File: config.mk
export PLATFORM = sky130hd
export DESIGN_NAME = sev_seg_scan_flat
export DESIGN_NICKNAME = d
export VERILOG_FILES = /design/src/rtl/sev_seg_pkg.sv /design/src/rtl/sev_seg_scan_if.sv /design/src/rtl/sev_seg_tick.sv /design/src/rtl/sev_seg_scan.sv /design/src/flat_wrapper.sv
export SDC_FILE = /design/constraint.sdc
export NUM_CORES = 1
export LEC_CHECK = 0
export ABC_CLOCK_PERIOD_IN_PS = 3300
export BUFFER_PORTS_ARGS = -buffer_cell sky130_fd_sc_hd__buf_2
export CAP_MARGIN = 20
export CORE_UTILIZATION = 46
export CTS_BUF_LIST = sky130_fd_sc_hd__clkbuf_4
export CTS_CLUSTER_SIZE = 8
export DETAILED_ROUTE_END_ITERATION = 6
export HOLD_SLACK_MARGIN = 0.08
export PLACE_DENSITY = 0.72
export SYNTH_ARGS = -nofsm -noshare
export SYNTH_HDL_FRONTEND = slang
export SYNTH_SLANG_ARGS = --single-unit
File: constraint.sdc
create_clock -name clk -period 3.3 [get_ports clk]
set_input_delay 0.165 -clock clk [delete_from_list [all_inputs] [get_ports clk]]
set_output_delay 0.165 -clock clk [all_outputs]
set_load 0.05 [all_outputs]
File: src/rtl/sev_seg_pkg.sv
// Shared constants for the seven-segment scan slice (nibble width, anode polarity).
package sev_seg_pkg;
  localparam int   NIB_W  = 4;
  localparam logic AN_OFF = 1'b1;
endpackage

File: src/rtl/sev_seg_scan_if.sv
// Display-scan bus: value load strobe in, multiplexed digit/anode drive out.
interface sev_seg_scan_if #(parameter int NUM_DIGITS = 4);
  import sev_seg_pkg::*;

  logic [NIB_W*NUM_DIGITS-1:0] value_in;
  logic                        load;
  logic [NIB_W-1:0]            digit_nibble;
  logic [NUM_DIGITS-1:0]       an;
  logic                        busy;
  logic                        frame_done;

  modport master (output value_in, load,
                  input  digit_nibble, an, busy, frame_done);
  modport slave  (input  value_in, load,
                  output digit_nibble, an, busy, frame_done);
endinterface

File: src/rtl/sev_seg_tick.sv
// Digit-slot prescaler: count runs 0..TICK_DIV-1, tick marks the last cycle of a slot.
module sev_seg_tick
  import sev_seg_pkg::*;
#(
  parameter int TICK_DIV = 100000
) (
  input  logic                        clk,
  input  logic                        rst_n,
  output logic                        tick,
  output logic [$clog2(TICK_DIV)-1:0] count
);
  localparam int              CNT_W = $clog2(TICK_DIV);
  localparam logic [CNT_W-1:0] LAST = CNT_W'(TICK_DIV - 1);

  assign tick = (count == LAST);

  always_ff @(posedge clk or negedge rst_n) begin
    if (!rst_n)    count <= '0;
    else if (tick) count <= '0;
    else           count <= count + 1'b1;
  end
endmodule

File: src/rtl/sev_seg_scan.sv
// Multiplexed hex display scanner with frame-synchronous value update.
// Define SEV_SEG_SCAN_LZB_EN to blank leading zero digits.
module sev_seg_scan
  import sev_seg_pkg::*;
#(
  parameter int NUM_DIGITS = 4,
  parameter int TICK_DIV   = 100000,
  parameter int DEAD_CYC   = 2
) (
  input  logic           clk,
  input  logic           rst_n,
  sev_seg_scan_if.slave  bus
);
  localparam int               CNT_W    = $clog2(TICK_DIV);
  localparam int               IDX_W    = $clog2(NUM_DIGITS);
  localparam logic [IDX_W-1:0] IDX_LAST = IDX_W'(NUM_DIGITS - 1);
  localparam logic [CNT_W-1:0] DEAD_Q   = CNT_W'(DEAD_CYC);

  typedef logic [NUM_DIGITS-1:0][NIB_W-1:0] digits_t;

  logic                  tick, wrap, show;
  logic [CNT_W-1:0]      count, count_n;
  logic [IDX_W-1:0]      idx, idx_n;
  digits_t               disp, disp_n, pend;
  logic                  busy_q, fd_q;
  logic [NIB_W-1:0]      nib_q;
  logic [NUM_DIGITS-1:0] an_q, an_n;

  sev_seg_tick #(.TICK_DIV(TICK_DIV)) u_tick (
    .clk   (clk),
    .rst_n (rst_n),
    .tick  (tick),
    .count (count)
  );

  assign wrap = tick && (idx == IDX_LAST);

  // Outputs are registered, so decode against the values the counters take next.
  assign count_n = tick ? '0 : count + 1'b1;
  assign idx_n   = !tick ? idx : (wrap ? '0 : idx + 1'b1);

  // Display only changes at the frame boundary; a load on that edge bypasses pending.
  always_comb begin
    disp_n = disp;
    if (wrap) begin
      if (bus.load)   disp_n = bus.value_in;
      else if (busy_q) disp_n = pend;
    end
  end

`ifdef SEV_SEG_SCAN_LZB_EN
  logic [IDX_W-1:0] msd;
  always_comb begin
    msd = '0;
    for (int i = 1; i < NUM_DIGITS; i++)
      if (disp_n[i] != '0) msd = IDX_W'(i);
  end
  assign show = (idx_n <= msd);
`else
  assign show = 1'b1;
`endif

  assign an_n = (count_n < DEAD_Q || !show) ? {NUM_DIGITS{AN_OFF}}
                                            : ~(NUM_DIGITS'(1) << idx_n);

  always_ff @(posedge clk or negedge rst_n) begin
    if (!rst_n) begin
      idx    <= '0;
      disp   <= '0;
      pend   <= '0;
      busy_q <= 1'b0;
      fd_q   <= 1'b0;
      nib_q  <= '0;
      an_q   <= {NUM_DIGITS{AN_OFF}};
    end else begin
      idx  <= idx_n;
      disp <= disp_n;
      an_q <= an_n;
      fd_q <= wrap;
      if (tick) nib_q <= disp_n[idx_n];
      if (wrap) begin
        busy_q <= 1'b0;
      end else if (bus.load) begin
        pend   <= bus.value_in;
        busy_q <= 1'b1;
      end
    end
  end

  assign bus.digit_nibble = nib_q;
  assign bus.an           = an_q;
  assign bus.busy         = busy_q;
  assign bus.frame_done   = fd_q;
endmodule

File: src/flat_wrapper.sv
// flat-port wrapper written by rule: the top's interface ports become plain ports
module sev_seg_scan_flat import sev_seg_pkg::*;
#(
  parameter int NUM_DIGITS = 4,
  parameter int TICK_DIV   = 100000,
  parameter int DEAD_CYC   = 2
)
  (clk, rst_n, bus_value_in, bus_load, bus_digit_nibble, bus_an, bus_busy, bus_frame_done);
  sev_seg_scan_if #(.NUM_DIGITS(NUM_DIGITS)) bus_i ();
  input  logic clk;
  input  logic rst_n;
  input wire logic [$bits(bus_i.value_in)-1:0] bus_value_in;
  input wire logic [$bits(bus_i.load)-1:0] bus_load;
  output wire logic [$bits(bus_i.digit_nibble)-1:0] bus_digit_nibble;
  output wire logic [$bits(bus_i.an)-1:0] bus_an;
  output wire logic [$bits(bus_i.busy)-1:0] bus_busy;
  output wire logic [$bits(bus_i.frame_done)-1:0] bus_frame_done;
  assign bus_i.value_in = bus_value_in;
  assign bus_i.load = bus_load;
  assign bus_digit_nibble = bus_i.digit_nibble;
  assign bus_an = bus_i.an;
  assign bus_busy = bus_i.busy;
  assign bus_frame_done = bus_i.frame_done;
  sev_seg_scan #(.NUM_DIGITS(NUM_DIGITS), .TICK_DIV(TICK_DIV), .DEAD_CYC(DEAD_CYC)) u_core (.clk(clk), .rst_n(rst_n), .bus(bus_i));
endmodule
After elaboration in Yosys (flattened, before gate mapping)
Index checks and enable logic that the tools add are counted.

storage, ports and cells
  output and inout bits = 10
  register bits = 61
  word-level logic and storage cells = 37

cells by class
  $add $sub $neg = 2
  multiplexer cells = 11
  reductions and logical operators = 3
  magnitude comparators = 2
  shift-type cells = 1
  eq/ne operators = 2
  bitwise gates (word level) = 2

operators with widths
  cell                                                         count
  2-to-1 mux 16 bit                                            3
  adder 17 x 1 -> 17 bit, second input constant                1
  == test 17 bit, second input constant                        1
  less-than comparator 17 x 2 -> 1 bit, second input constant  1
  2-to-1 mux 17 bit                                            1
  binary-select mux 4 bit (select 2 bit)                       1
  2-to-1 mux 4 bit                                             2
  2-to-1 mux 2 bit                                             2
  inverter 4 bit                                               1
  << shifter 1 x 2 -> 4 bit, first input constant              1
  less-than comparator 2 x 3 -> 1 bit, second input constant   1
  adder 2 x 1 -> 2 bit, second input constant                  1
  == test 2 bit, second input constant                         1
  2-to-1 mux 1 bit                                             2
  AND reduction 2 bit                                          1
  nonzero test 2 bit                                           1
  logical AND 1 bit                                            1
  inverter 1 bit                                               1

Logic depth before layout (Yosys ltp)
Gate-level depths: netlist (run 1).

  depth after elaboration = 7
  gate-level depth with buffers = 9

By module
Synthesis (run 1) repeated with hierarchy kept, for this count alone.

unflattened totals
  cells, all modules = 293
  area total of the unflattened synthesis = 3100.5 um^2

by module, submodules not included
  module        times used  cells each  area each (um^2)
  sev_seg_scan  1           219         2307.2
  sev_seg_tick  1           74          793.3

Worst setup path before layout (run 1)
No wires, ideal clock.

  path type = register to register
  start = register u_core.u_tick.count[0]
  end = register u_core.pend[0] (netlist bit)
  stages on the path, launching flop included = 9
  data required time = 3.175 ns
  slack = 1.095 ns
  library setup time = 0.125 ns
  clock period less this slack = 2.205 ns
  arrival time = 2.081 ns
  buffers on the path = 2
  path through = dfrtp_1 ha_1 nand3_1 buf_2 nor3_2 nand2_1 nand2_1 buf_2 mux2_2

on the way
  cells in the longest elaborated chain, start to end = 4

ends and longest elaborated chain
  element                               line                RTL
  start, declared                       sev_seg_tick.sv:10  output logic [$clog2(TICK_DIV)-1:0] count
  start signal, assigned                sev_seg_tick.sv:20  else count <= count + 1'b1;
  == test 17 bit                        sev_seg_tick.sv:15  assign tick = (count == LAST);
  logical AND 1 bit                     sev_seg_scan.sv:36  assign wrap = tick && (idx == IDX_LAST);
  inverter 1 bit (no source line)       --
  AND reduction 2 bit (no source line)  --
  end signal, assigned                  sev_seg_scan.sv:84  pend <= bus.value_in;
  end, declared                         sev_seg_scan.sv:24  digits_t disp, disp_n, pend;

No other way between the ends.
A chain may end at the register's enable or synchronous reset.

Worst setup path in the final report (run 1)
  start = register u_core.u_tick.count[12]
  end = register u_core.nib_q[2] (netlist: u_core.bus.digit_nibble[2])

on the way
  cells in the longest elaborated chain, start to end = 6
  elaborated cells between the ends (all ways) = 7
  those cells by class = eq/ne: 1; mux: 5; reduce/logical: 1

ends and longest elaborated chain
  element                                 line                RTL
  == test 17 bit *                        sev_seg_tick.sv:15
  logical AND 1 bit                       sev_seg_scan.sv:36
  2-to-1 mux 2 bit (2 in series)          sev_seg_scan.sv:40  assign idx_n = !tick ? idx : (wrap ? '0 : idx + 1'b1);
  binary-select mux 4 bit (select 2 bit)  sev_seg_scan.sv:80  if (tick) nib_q <= disp_n[idx_n];
  2-to-1 mux 4 bit (not written as such)  sev_seg_scan.sv:80
  end signal, assigned                    sev_seg_scan.sv:80
  end, declared                           sev_seg_scan.sv:26  logic [NIB_W-1:0] nib_q;

Every way passes the cells marked *; elsewhere a longest branch is shown, timed or not. The select of a mux whose other input is x is not followed.

==> key figures, run 1 <==
Synthesis
  • Compound-gate portion of the synthesized area: 14.9%
  • Mapped cell area: 3110 um2
  • Synth warn: 0
  • Largest family of logic cells by synthesized area: simple AND/OR/NAND/NOR gates
  • Synth top area share: 45.8%
  • Yosys cell types: 50
  • Synth top area cells: dfrtp_1 (46%), mux2_2 (5.8%), dfstp_2 (3.4%)
  • Post-Synth Simple-Gate Area: 21.5%
  • Post-synthesis sequential area ratio: 49.2%
  • Cell count after synthesis: 308
  • Post-synth ARST share: 100%
  • Syn Nets: 329
  • Post-synth EDFFs: 0
  • Mux cell area share after synthesis: 6.76%
  • Synth Area in Adders: 0.804%
  • Largest area contributor in the netlist: dfrtp_1
  • Post-Synth XOR/XNOR Area: 3.10%
  • #FFs+latches synth: 61
  • Syn Area/Cell: 10.1 um2
  • Synth top cells by count: dfrtp_1 (57), nand2_1 (20), nand3_1 (18), mux2_2 (16), o21ai_0 (16)
  • Top-count cell post-synth: dfrtp_1
  • Synth Flop Type: dfrtp_1

Route
  • Mean routed wirelength per cell: 16.4 um
  • Via count: 2616
  • Detailed Route WL: 7.16 mm
  • Drt first pass iters: 6
  • Avg Vias per Cell: 6.01
  • Initial DRC Count: 215
  • Post-route ant nets: 0
  • # DRC: 2

Timing
  • Clk_skew: 0.0110 ns
  • Slew margin rel.: 47.2%
  • Ratio of final minimum period to clock period: 82.1%
  • Crit path time final: 2.71 ns
  • Final worst setup slack: 0.590 ns
  • Final setup fails: 0
  • Setup_tns: 0 ns
  • Top achievable clock speed: 369 MHz
  • Worst slew pin tran: 0.792 ns
  • Final Hold Fails: 0
  • Max Slew Vio Count: 0
  • RSZ-0062 raised after global routing: no
  • Worst-case hold slack: 0.194 ns

Layout
  • Cell area after layout: 3640 um2
  • Antenna Diode Count: 0
  • Fillers: 572
  • Final net count: 375
  • Reg area: 1530 um2
  • Final core utilization: 56.7%
  • Area of the multi-input gates: 1460 um2
  • Layout area overhead: 17.1%
  • Fraction of layout cells with a size suffix above 1: 20.9%

Worst setup path
  • Critical Path RT: 3.59 ns
  • R2R depth: 5
  • Cell count along the critical path: 5
  • Worst setup EP type: register
  • Slowest CP cell: or3_1
  • Launching point of the worst reg2reg path: u_core.u_tick.count[12]
  • RR Endpoint: u_core.bus.digit_nibble[2]
  • Largest delay contributor family on the critical path: simple AND/OR/NAND/NOR gates
  • CP max FO: 22
  • Internal reg-to-reg setup slack: 0.59 ns
  • Critical path's largest stage delay: 0.70 ns
  • CP arrival: 3.00 ns
  • Critical setup path kind: reg2reg
  • WP buf/inv: 0
  • Worst Setup Start Kind: register
  • CP cell instances: or3b_1, or3_1, nor2_2, o21ai_0, o211a_1

Pwr
  • Comb pwr share: 7.0%
  • Reg power frac: 53.9%
  • Switching pwr: 0.000326 W
  • Sw frac: 22.3%
  • Clock group share of total power: 39.1%
  • Peak supply drop: 0.000297 V
  • Leakage: 1.46 nW
  • Power Internal: 0.00114 W
  • Power Density: 401 nW/um2

Clock tree
  • Setup bufs post-CTS: 0
  • Cts repair resizes: 0
  • CTS tree: built
  • Clk sinks: 61
  • Root buf cell: clkbuf_4
  • CTS clk-pin slew, worst paths: 0.10 ns
  • CTS Buf Count: 9
  • Cts hold-fix bufs: 17
  • Clock buffer depth: 2
  • Clk_lat worst skew: 0.40 ns
  • H-tree Lvls: 3

GRT
  • Largest net degree at the start of global routing: 27
  • Initial antenna violation count: 0
  • GR peak layer: met2
  • Grt met3 use: 6.39%
  • First-pass GRT wire length: 12.0 mm
  • Global Route Usage Sum: 21.6%
  • M2 GR Usage: 36.4%
  • Gr ovfl total: 0
  • Met1 usage: 26.9%
  • Vias in the first global route: 2615

Floorplan
  • Initial core utilization: 48.5%
  • Die Y: 84.2 um
  • Core footprint: 6420 um2
  • Number of I/O pins: 29
  • Cell Rows: 29
  • Die width: 84.2 um
  • Full die area: 7100 um2

Placed design
  • Cell area after placement: 3320 um2
  • Buffers on Ports: 28
  • Final Wtd Congestion: 0.837
  • Pre-CTS setup slack: 0.614 ns
  • Post-DP HPWL: 4.98 mm

Run status
  • Outcome: finished with violations
  • Failing checks: DRC

Hold path
  • Min-delay worst type: in2reg
  • Hold endpoint: u_core.disp[5]
  • Cell depth of the worst hold path: 3
  • Hold path start: bus_load

Run
  • Max Cap Viol: 0
## registers in the layout, summed over array words and instances, names as in the netlist
signal	cells
u_core.bus.an	4
u_core.bus.busy	1
u_core.bus.digit_nibble	4
u_core.bus.frame_done	1
u_core.disp	16
u_core.idx	2
u_core.pend	16
u_core.u_tick.count	17
## layout by cell type (no fill, tap or decap), drive strengths merged, types with 2 or more instances in the layout
master,count
dfrtp,57
buf,35
nand2,20
nand3,18
o21ai,18
dlygate4sd3,17
mux2,16
nand4,13
nor2,13
a21oi,11
nor3,11
clkbuf,10
inv,9
and2,9
or3,9
a32oi,8
nor4,7
a31oi,7
xnor2,6
nand3b,6
o32ai,6
a211oi,6
xor2,5
dfstp,4
mux2i,3
o211ai,3
clkinv,3
o31a,2
or2,2
o31ai,2
or4,2
a22oi,2
ha,2
bufinv,2
## worst min-delay path, stage by stage
cell,delay [ns]
buf_2,0.19
nand4_1,0.12
nand3_1,0.08
## power by group through the flow
stage          Sequential, W  Clock [W]  Combinational (W)
6_report            0.000788   0.000572           0.000103
3_3_place_gp        0.000802          0          0.0000868
2_1_floorplan       0.000798          0          0.0000475
4_1_cts             0.000788   0.000586           0.000104
3_5_place_dp        0.000803          0          0.0000885
5_1_grt             0.000791   0.000614           0.000113
## stage by stage
stage	instances	total power [W]
4_1_cts	435	0.00148
5_1_grt	435	0.00152
2_1_floorplan	308	0.000845
3_5_place_dp	403	0.000891
3_3_place_gp	403	0.000889
6_report	435	0.00146
## cells by family after synthesis
family,count (synthesis)
multiplexers,19
flip-flops,61
adder cells (fa/ha/maj),2
buffers and inverters,27
AO/OA/AOI/OAI,69
XOR/XNOR,11
AND/OR/NAND/NOR,119
## layer usage
metal,wire length [um],vias to the layer above
met5,0,-
met4,105,0
met3,365,9
met2,3510,73
met1,3180,1275
li1,-,1259
## layout make-up
class	instances	area share, %
clock buffer	10	2.06
sequential	61	42.0
inverter	10	1.03
clock inverter	5	2.09
tap	77	2.64
timing repair buffer	52	9.96
multi-input combinational	220	40.2
## worst max path at each step
| stage | start | end | slack [ns] |
|---|---|---|---|
| 6_report | u_core.u_tick.count[12] | u_core.bus.digit_nibble[2] | 0.59 |
| 3_5_place_dp | u_core.u_tick.count[12] | u_core.bus.digit_nibble[2] | 0.61 |
| 2_1_floorplan | u_core.u_tick.count[0] | u_core.pend[0] | 1.09 |
| 5_1_grt | u_core.u_tick.count[12] | u_core.bus.digit_nibble[2] | 0.38 |
| 4_1_cts | u_core.u_tick.count[12] | u_core.bus.digit_nibble[2] | 0.57 |
| 3_3_place_gp | u_core.u_tick.count[12] | u_core.bus.digit_nibble[2] | 0.62 |
Power figures use the tool's default switching activity.
==> run 2: changes to the inputs <==
--- a/config.mk
+++ b/config.mk
@@ -5,7 +5,7 @@
 export SDC_FILE = /design/constraint.sdc
 export NUM_CORES = 1
 export LEC_CHECK = 0
-export ABC_CLOCK_PERIOD_IN_PS = 3300
+export ABC_CLOCK_PERIOD_IN_PS = 2400
 export BUFFER_PORTS_ARGS = -buffer_cell sky130_fd_sc_hd__buf_2
 export CAP_MARGIN = 20
 export CORE_UTILIZATION = 46
@@ -13,7 +13,7 @@
 export CTS_CLUSTER_SIZE = 8
 export DETAILED_ROUTE_END_ITERATION = 6
 export HOLD_SLACK_MARGIN = 0.08
-export PLACE_DENSITY = 0.72
+export PLACE_DENSITY = 0.75
 export SYNTH_ARGS = -nofsm -noshare
 export SYNTH_HDL_FRONTEND = slang
 export SYNTH_SLANG_ARGS = --single-unit
==> constraint.sdc (replaced) <==
create_clock -name clk -period 2.4 [get_ports clk]
set_input_delay 0.12 -clock clk [delete_from_list [all_inputs] [get_ports clk]]
set_output_delay 0.12 -clock clk [all_outputs]
set_load 0.05 [all_outputs]
==> key figures, run 2 (synthesis results as in run 1) <==
Run status
  • Outcome: finished with violations
  • Failing checks: DRC

Hold path
  • Min-delay worst type: in2reg
  • Hold path start: bus_load
  • Hold endpoint: u_core.disp[10]
  • Cell depth of the worst hold path: 3

Layout
  • Largest register FFs: 17
  • Antenna Diode Count: 0
  • Layout area overhead: 25.7%
  • Fillers: 517
  • Fraction of layout cells with a size suffix above 1: 28.3%
  • Final net count: 398
  • Most frequent cells in the layout: dfrtp_1 (56), buf_2 (28), buf_4 (26)
  • Cell area after layout: 3910 um2
  • Most common cell after layout, fill and taps aside: dfrtp_1
  • Final core utilization: 60.9%
  • Biggest regs: u_core.u_tick.count (17), u_core.disp (16), u_core.pend (16)
  • Most flop-heavy register: u_core.u_tick.count

Pwr
  • Peak supply drop: 0.000427 V
  • Leakage: 1.60 nW
  • Power Density: 518 nW/um2

Run
  • Max Cap Viol: 0

Worst setup path
  • CP arrival: 2.58 ns
  • CP max FO: 22
  • Internal reg-to-reg setup slack: 0.1 ns
  • Slowest CP cell: dfrtp_1
  • Critical Path RT: 2.68 ns
  • Worst setup EP type: register
  • Critical path's largest stage delay: 0.43 ns
  • Launching point of the worst reg2reg path: u_core.u_tick.count[14]
  • Setup crit start: u_core.u_tick.count[14]
  • CP cell instances: or3b_1, or3_1, buf_6, o32ai_2, a211oi_2, mux2i_1, o211ai_1
  • R2R depth: 7
  • Critical setup path kind: reg2reg
  • Worst Setup Start Kind: register
  • WP buf/inv: 1
  • Largest delay contributor family on the critical path: simple AND/OR/NAND/NOR gates
  • RR Endpoint: u_core.bus.digit_nibble[1]

Route
  • Drt first pass iters: 7
  • Via count: 2743
  • # DRC: 2
  • Initial DRC Count: 235
  • Metal2 WL: 3.59 mm
  • Met3 wire len: 340 um
  • Detailed Route WL: 7.40 mm
  • Post-route ant nets: 0
  • WL met1: 3.38 mm
  • Top sig layer: met4
  • Mean routed wirelength per cell: 16.1 um
  • Avg Vias per Cell: 5.98

Placed design
  • Final Wtd Congestion: 0.820
  • Cell area after placement: 3450 um2
  • Post-DP HPWL: 4.96 mm
  • Buffers on Ports: 28

Clock tree
  • CTS clk-pin slew, worst paths: 0.10 ns
  • CTS Buf Count: 9
  • CTS tree: built
  • Clk_lat worst skew: 0.41 ns
  • H-tree Lvls: 3
  • Clock buffer depth: 2
  • Root buf cell: clkbuf_4
  • Clk sinks: 61

Floorplan
  • Die width: 84.2 um
  • Full die area: 7100 um2
  • Cell Rows: 29
  • Die Y: 84.2 um
  • Core footprint: 6420 um2
  • Number of I/O pins: 29
  • Initial core utilization: 48.5%

GRT
  • Initial antenna violation count: 0
  • First-pass GRT wire length: 12.2 mm
  • Gr ovfl total: 0
  • Largest net degree at the start of global routing: 39
  • Vias in the first global route: 2506
  • Global Route Usage Sum: 22.0%

Timing
  • Slew margin rel.: 51.0%
  • Final setup fails: 0
  • Final Hold Fails: 0
  • Worst slew pin tran: 0.732 ns
  • Max Slew Vio Count: 0
  • Clk_skew: 0.0125 ns
  • Ratio of final minimum period to clock period: 95.9%
  • Crit path time final: 2.30 ns
  • Top achievable clock speed: 434 MHz
  • RSZ-0062 raised after global routing: yes
-- run 2: layout make-up --
class / count / area (um2) / share of cell area, %
clock buffer: 10 / 75.1 / 1.92
clock inverter: 6 / 77.6 / 1.98
inverter: 10 / 37.5 / 0.960
multi-input combinational: 220 / 1520 / 38.9
sequential: 61 / 1530 / 39.2
tap: 77 / 96.3 / 2.46
timing repair buffer: 75 / 568 / 14.5
-- run 2: how the worst max path moves through the flow --
| stage | endpoint | cells past startpoint |
|---|---|---|
| after global placement | u_core.bus.an[1] | 6 |
| after detailed placement | u_core.bus.an[0] | 6 |
| after floorplan | u_core.pend[0] | 8 |
| after global routing | u_core.pend[15] | 7 |
| final | u_core.bus.digit_nibble[1] | 7 |
| after CTS | u_core.bus.digit_nibble[1] | 8 |
-- run 2: worst register-to-register path, cell delays in order (launching register included) --
cell and delay [ns]:
dfrtp_1 0.43, or3b_1 0.41, or3_1 0.39, buf_6 0.19, o32ai_2 0.29, a211oi_2 0.12, mux2i_1 0.25, o211ai_1 0.11
-- run 2: stage by stage --
| stage | setup slack, ns | power [W] | TNS [ns] | cells | hold WS (ns) |
|---|---|---|---|---|---|
| floorplan | 0.195 | 0.00116 | 0 | 308 | -0.176 |
| global placement | 0.0809 | 0.00123 | 0 | 417 | 0.144 |
| detailed placement | 0.0166 | 0.00123 | 0 | 417 | 0.149 |
| CTS | 0.0361 | 0.00205 | 0 | 452 | 0.121 |
| global route | -0.0295 | 0.00213 | -0.226 | 459 | 0.124 |
| finish | 0.0982 | 0.00203 | 0 | 459 | 0.142 |
-- run 2: power by group --
group          switching [W]  total [W]  internal (W)
registers          0.0000188    0.00108       0.00107
clock network       0.000369   0.000794      0.000424
logic              0.0000677   0.000149     0.0000809
total               0.000456    0.00203       0.00157
-- run 2: routing by layer --
layer  up-vias  track usage, %
met5         -               0
met4         0            5.49
met3        14            6.78
li1       1309               -
met2        77            35.3
met1      1343            29.1
-- run 2: timing repair --
action                                  in CTS  in global routing
pin swaps                                    1                  1
hold endpoints to repair                    46                  0
gates resized for setup                      0                 14
endpoints found under the setup margin       2                 24
buffers inserted                             2                  7
hold buffers                                17                  0
==> run 3: changes to the inputs <==
--- a/config.mk
+++ b/config.mk
@@ -5,9 +5,9 @@
 export SDC_FILE = /design/constraint.sdc
 export NUM_CORES = 1
 export LEC_CHECK = 0
+export ABC_AREA = 1
 export ABC_CLOCK_PERIOD_IN_PS = 2400
 export BUFFER_PORTS_ARGS = -buffer_cell sky130_fd_sc_hd__buf_2
-export CAP_MARGIN = 20
 export CORE_UTILIZATION = 46
 export CTS_BUF_LIST = sky130_fd_sc_hd__clkbuf_4
 export CTS_CLUSTER_SIZE = 8
==> key figures, run 3 <==
Layout
  • Most frequent cells in the layout: nand2_1 (146), dfrtp_1 (57), inv_1 (52)
  • Layout area overhead: 15.6%
  • Most flop-heavy register: u_core.u_tick.count
  • Largest register FFs: 17
  • Biggest regs: u_core.u_tick.count (17), u_core.disp (16), u_core.pend (16)
  • Final net count: 515
  • Non-Filler Instances: 598
  • Most common cell after layout, fill and taps aside: nand2_1
  • Fraction of layout cells with a size suffix above 1: 19.0%
  • Antenna Diode Count: 0

Worst setup path
  • Critical path's largest stage delay: 0.38 ns
  • Launching point of the worst reg2reg path: u_core.u_tick.count[0]
  • CP max FO: 14
  • Critical setup path kind: reg2reg
  • Slowest CP cell: dfrtp_1
  • Cell mode on critical path: nand2_2
  • Worst Setup Start Kind: register
  • Largest delay contributor family on the critical path: simple AND/OR/NAND/NOR gates
  • WP buf/inv: 1
  • Critical Path RT: 2.69 ns
  • Worst setup EP type: register
  • CP cell instances: ha_1, nand2_2, inv_2, nand2_1, nor2_2, nand4_4, nand2_2, mux2_2
  • R2R depth: 8
  • CP arrival: 2.39 ns
  • Internal reg-to-reg setup slack: 0.31 ns
  • RR Endpoint: u_core.pend[15]

Clock tree
  • Clk_lat worst skew: 0.41 ns
  • H-tree Lvls: 3
  • CTS clk-pin slew, worst paths: 0.10 ns
  • Cts repair resizes: 0
  • Clock buffer depth: 2
  • Root buf cell: clkbuf_4
  • CTS tree: built
  • CTS Buf Count: 9
  • Clk sinks: 61

Synthesis
  • Synth warn: 0
  • Post-synth ARST share: 100%
  • Synth top area share: 41.8%
  • Synth top cells by count: nand2_1 (146), dfrtp_1 (57), inv_1 (52), nor2_1 (41), o21ai_0 (34)
  • Syn Nets: 465
  • Syn Area/Cell: 7.68 um2
  • Yosys cell types: 31
  • Largest area contributor in the netlist: dfrtp_1
  • #FFs+latches synth: 61
  • Mapped cell area: 3410 um2
  • Top-count cell post-synth: nand2_1
  • Post-synthesis sequential area ratio: 44.9%
  • Post-synth EDFFs: 0
  • Cell count after synthesis: 444
  • Synth top area cells: dfrtp_1 (42%), nand2_1 (16%), inv_1 (5.7%)
  • Synth Flop Type: dfrtp_1

Placed design
  • Buffers on Ports: 28
  • Post-DP HPWL: 5.32 mm
  • Final Wtd Congestion: 0.889
  • Inst Count DP: 565

Floorplan
  • Cell Rows: 31
  • Die width: 88.1 um
  • Die Y: 88.1 um
  • Full die area: 7760 um2
  • Core footprint: 7210 um2
  • Initial core utilization: 47.3%
  • Number of I/O pins: 29

Route
  • Via count: 2939
  • Initial DRC Count: 197
  • Drt first pass iters: 4
  • Mean routed wirelength per cell: 12.6 um
  • Post-route ant nets: 0
  • Detailed Route WL: 7.51 mm
  • # DRC: 0
  • Avg Vias per Cell: 4.91

Hold path
  • Hold endpoint: u_core.bus.busy
  • Cell depth of the worst hold path: 3
  • Min-delay worst type: in2reg
  • Hold path start: bus_load

GRT
  • First-pass GRT wire length: 12.6 mm
  • Largest net degree at the start of global routing: 62
  • Gr ovfl total: 0
  • Global Route Usage Sum: 21.3%
  • Vias in the first global route: 2922
  • Initial antenna violation count: 0

Run
  • Max Cap Viol: 0

Pwr
  • Peak supply drop: 0.000346 V
  • Power Density: 475 nW/um2
  • Leakage: 2.05 nW

Timing
  • Final setup fails: 0
  • Clk_skew: 0.0136 ns
  • Worst-case hold slack: 0.142 ns
  • Setup_tns: 0 ns
  • Top achievable clock speed: 478 MHz
  • Final Hold Fails: 0
  • Ratio of final minimum period to clock period: 87.2%
  • Slew margin rel.: 48.1%
  • Crit path time final: 2.09 ns
  • Max Slew Vio Count: 0
  • Worst slew pin tran: 0.779 ns
  • RSZ-0062 raised after global routing: no

Run status
  • Outcome: finished clean
[run 3: layer usage]
layer  up-vias  global-route usage, %  share of wire, %
met2        49                   37.4                50
met1      1380                   25.0                44
met4         0                   7.48               1.6
met5         -                      0                 0
li1       1501                      -                 -
met3         9                   6.03               4.0
[run 3: logic make-up after synthesis]
logic type,share of synthesized area (%)
buf+inv,9.17
compound gates,5.69
flops,44.9
fa+ha+maj,0.734
xor+xnor,1.80
simple gates,33.9
mux,3.82
[run 3: tightest hold or removal path: cells and delay by family]
| kind | cells | cell delay (ns) |
|---|---|---|
| simple gates | 2 | 0.18 |
| buf+inv | 1 | 0.20 |
[run 3: stage by stage]
stage                     power [W]  utilization (%)  worst slack, ns  area, um2
final                       0.00187             54.6            0.307       3940
after global routing        0.00196             54.6            0.186       3940
after global placement      0.00120             50.6            0.371       3650
after detailed placement    0.00121             50.6            0.300       3650
after floorplan             0.00115                -            0.587       3410
after CTS                   0.00190             54.6            0.280       3940
[run 3: worst max path at each step]
stage / from / to / slack (ns) / depth (start not counted)
after floorplan: u_core.u_tick.count[0] / u_core.pend[12] / 0.59 / 9
after global placement: u_core.u_tick.count[0] / u_core.pend[12] / 0.37 / 8
after detailed placement: u_core.u_tick.count[0] / u_core.pend[15] / 0.30 / 8
after CTS: u_core.u_tick.count[0] / u_core.pend[15] / 0.28 / 8
after global routing: u_core.u_tick.count[0] / u_core.pend[15] / 0.19 / 8
final: u_core.u_tick.count[0] / u_core.pend[15] / 0.31 / 8
[run 3: layout make-up]
| type | instances | area [um2] |
|---|---|---|
| clock buffers | 9 | 67.6 |
| clock inverters | 7 | 56.3 |
| fillers | 674 | 3270 |
| inverters | 62 | 233 |
| multi-input cells | 308 | 1570 |
| flip-flops and latches | 61 | 1530 |
| well taps | 99 | 124 |
| repair buffers | 52 | 363 |
[run 3: repair_timing]
item | 4_1_cts | 5_1_grt
hold buffers | 17 | 0
endpoints found under the hold margin | 78 | 0
setup buffers | 0 | 0
[run 3: power breakdown]
| group | total, W | internal (W) | leakage [nW] | switching (W) |
|---|---|---|---|---|
| clock network | 0.000667 | 0.000302 | 0.0720 | 0.000365 |
| logic | 0.000140 | 0.0000663 | 1.29 | 0.0000735 |
| registers | 0.00107 | 0.00105 | 0.682 | 0.0000137 |
| total | 0.00187 | 0.00142 | 2.05 | 0.000452 |
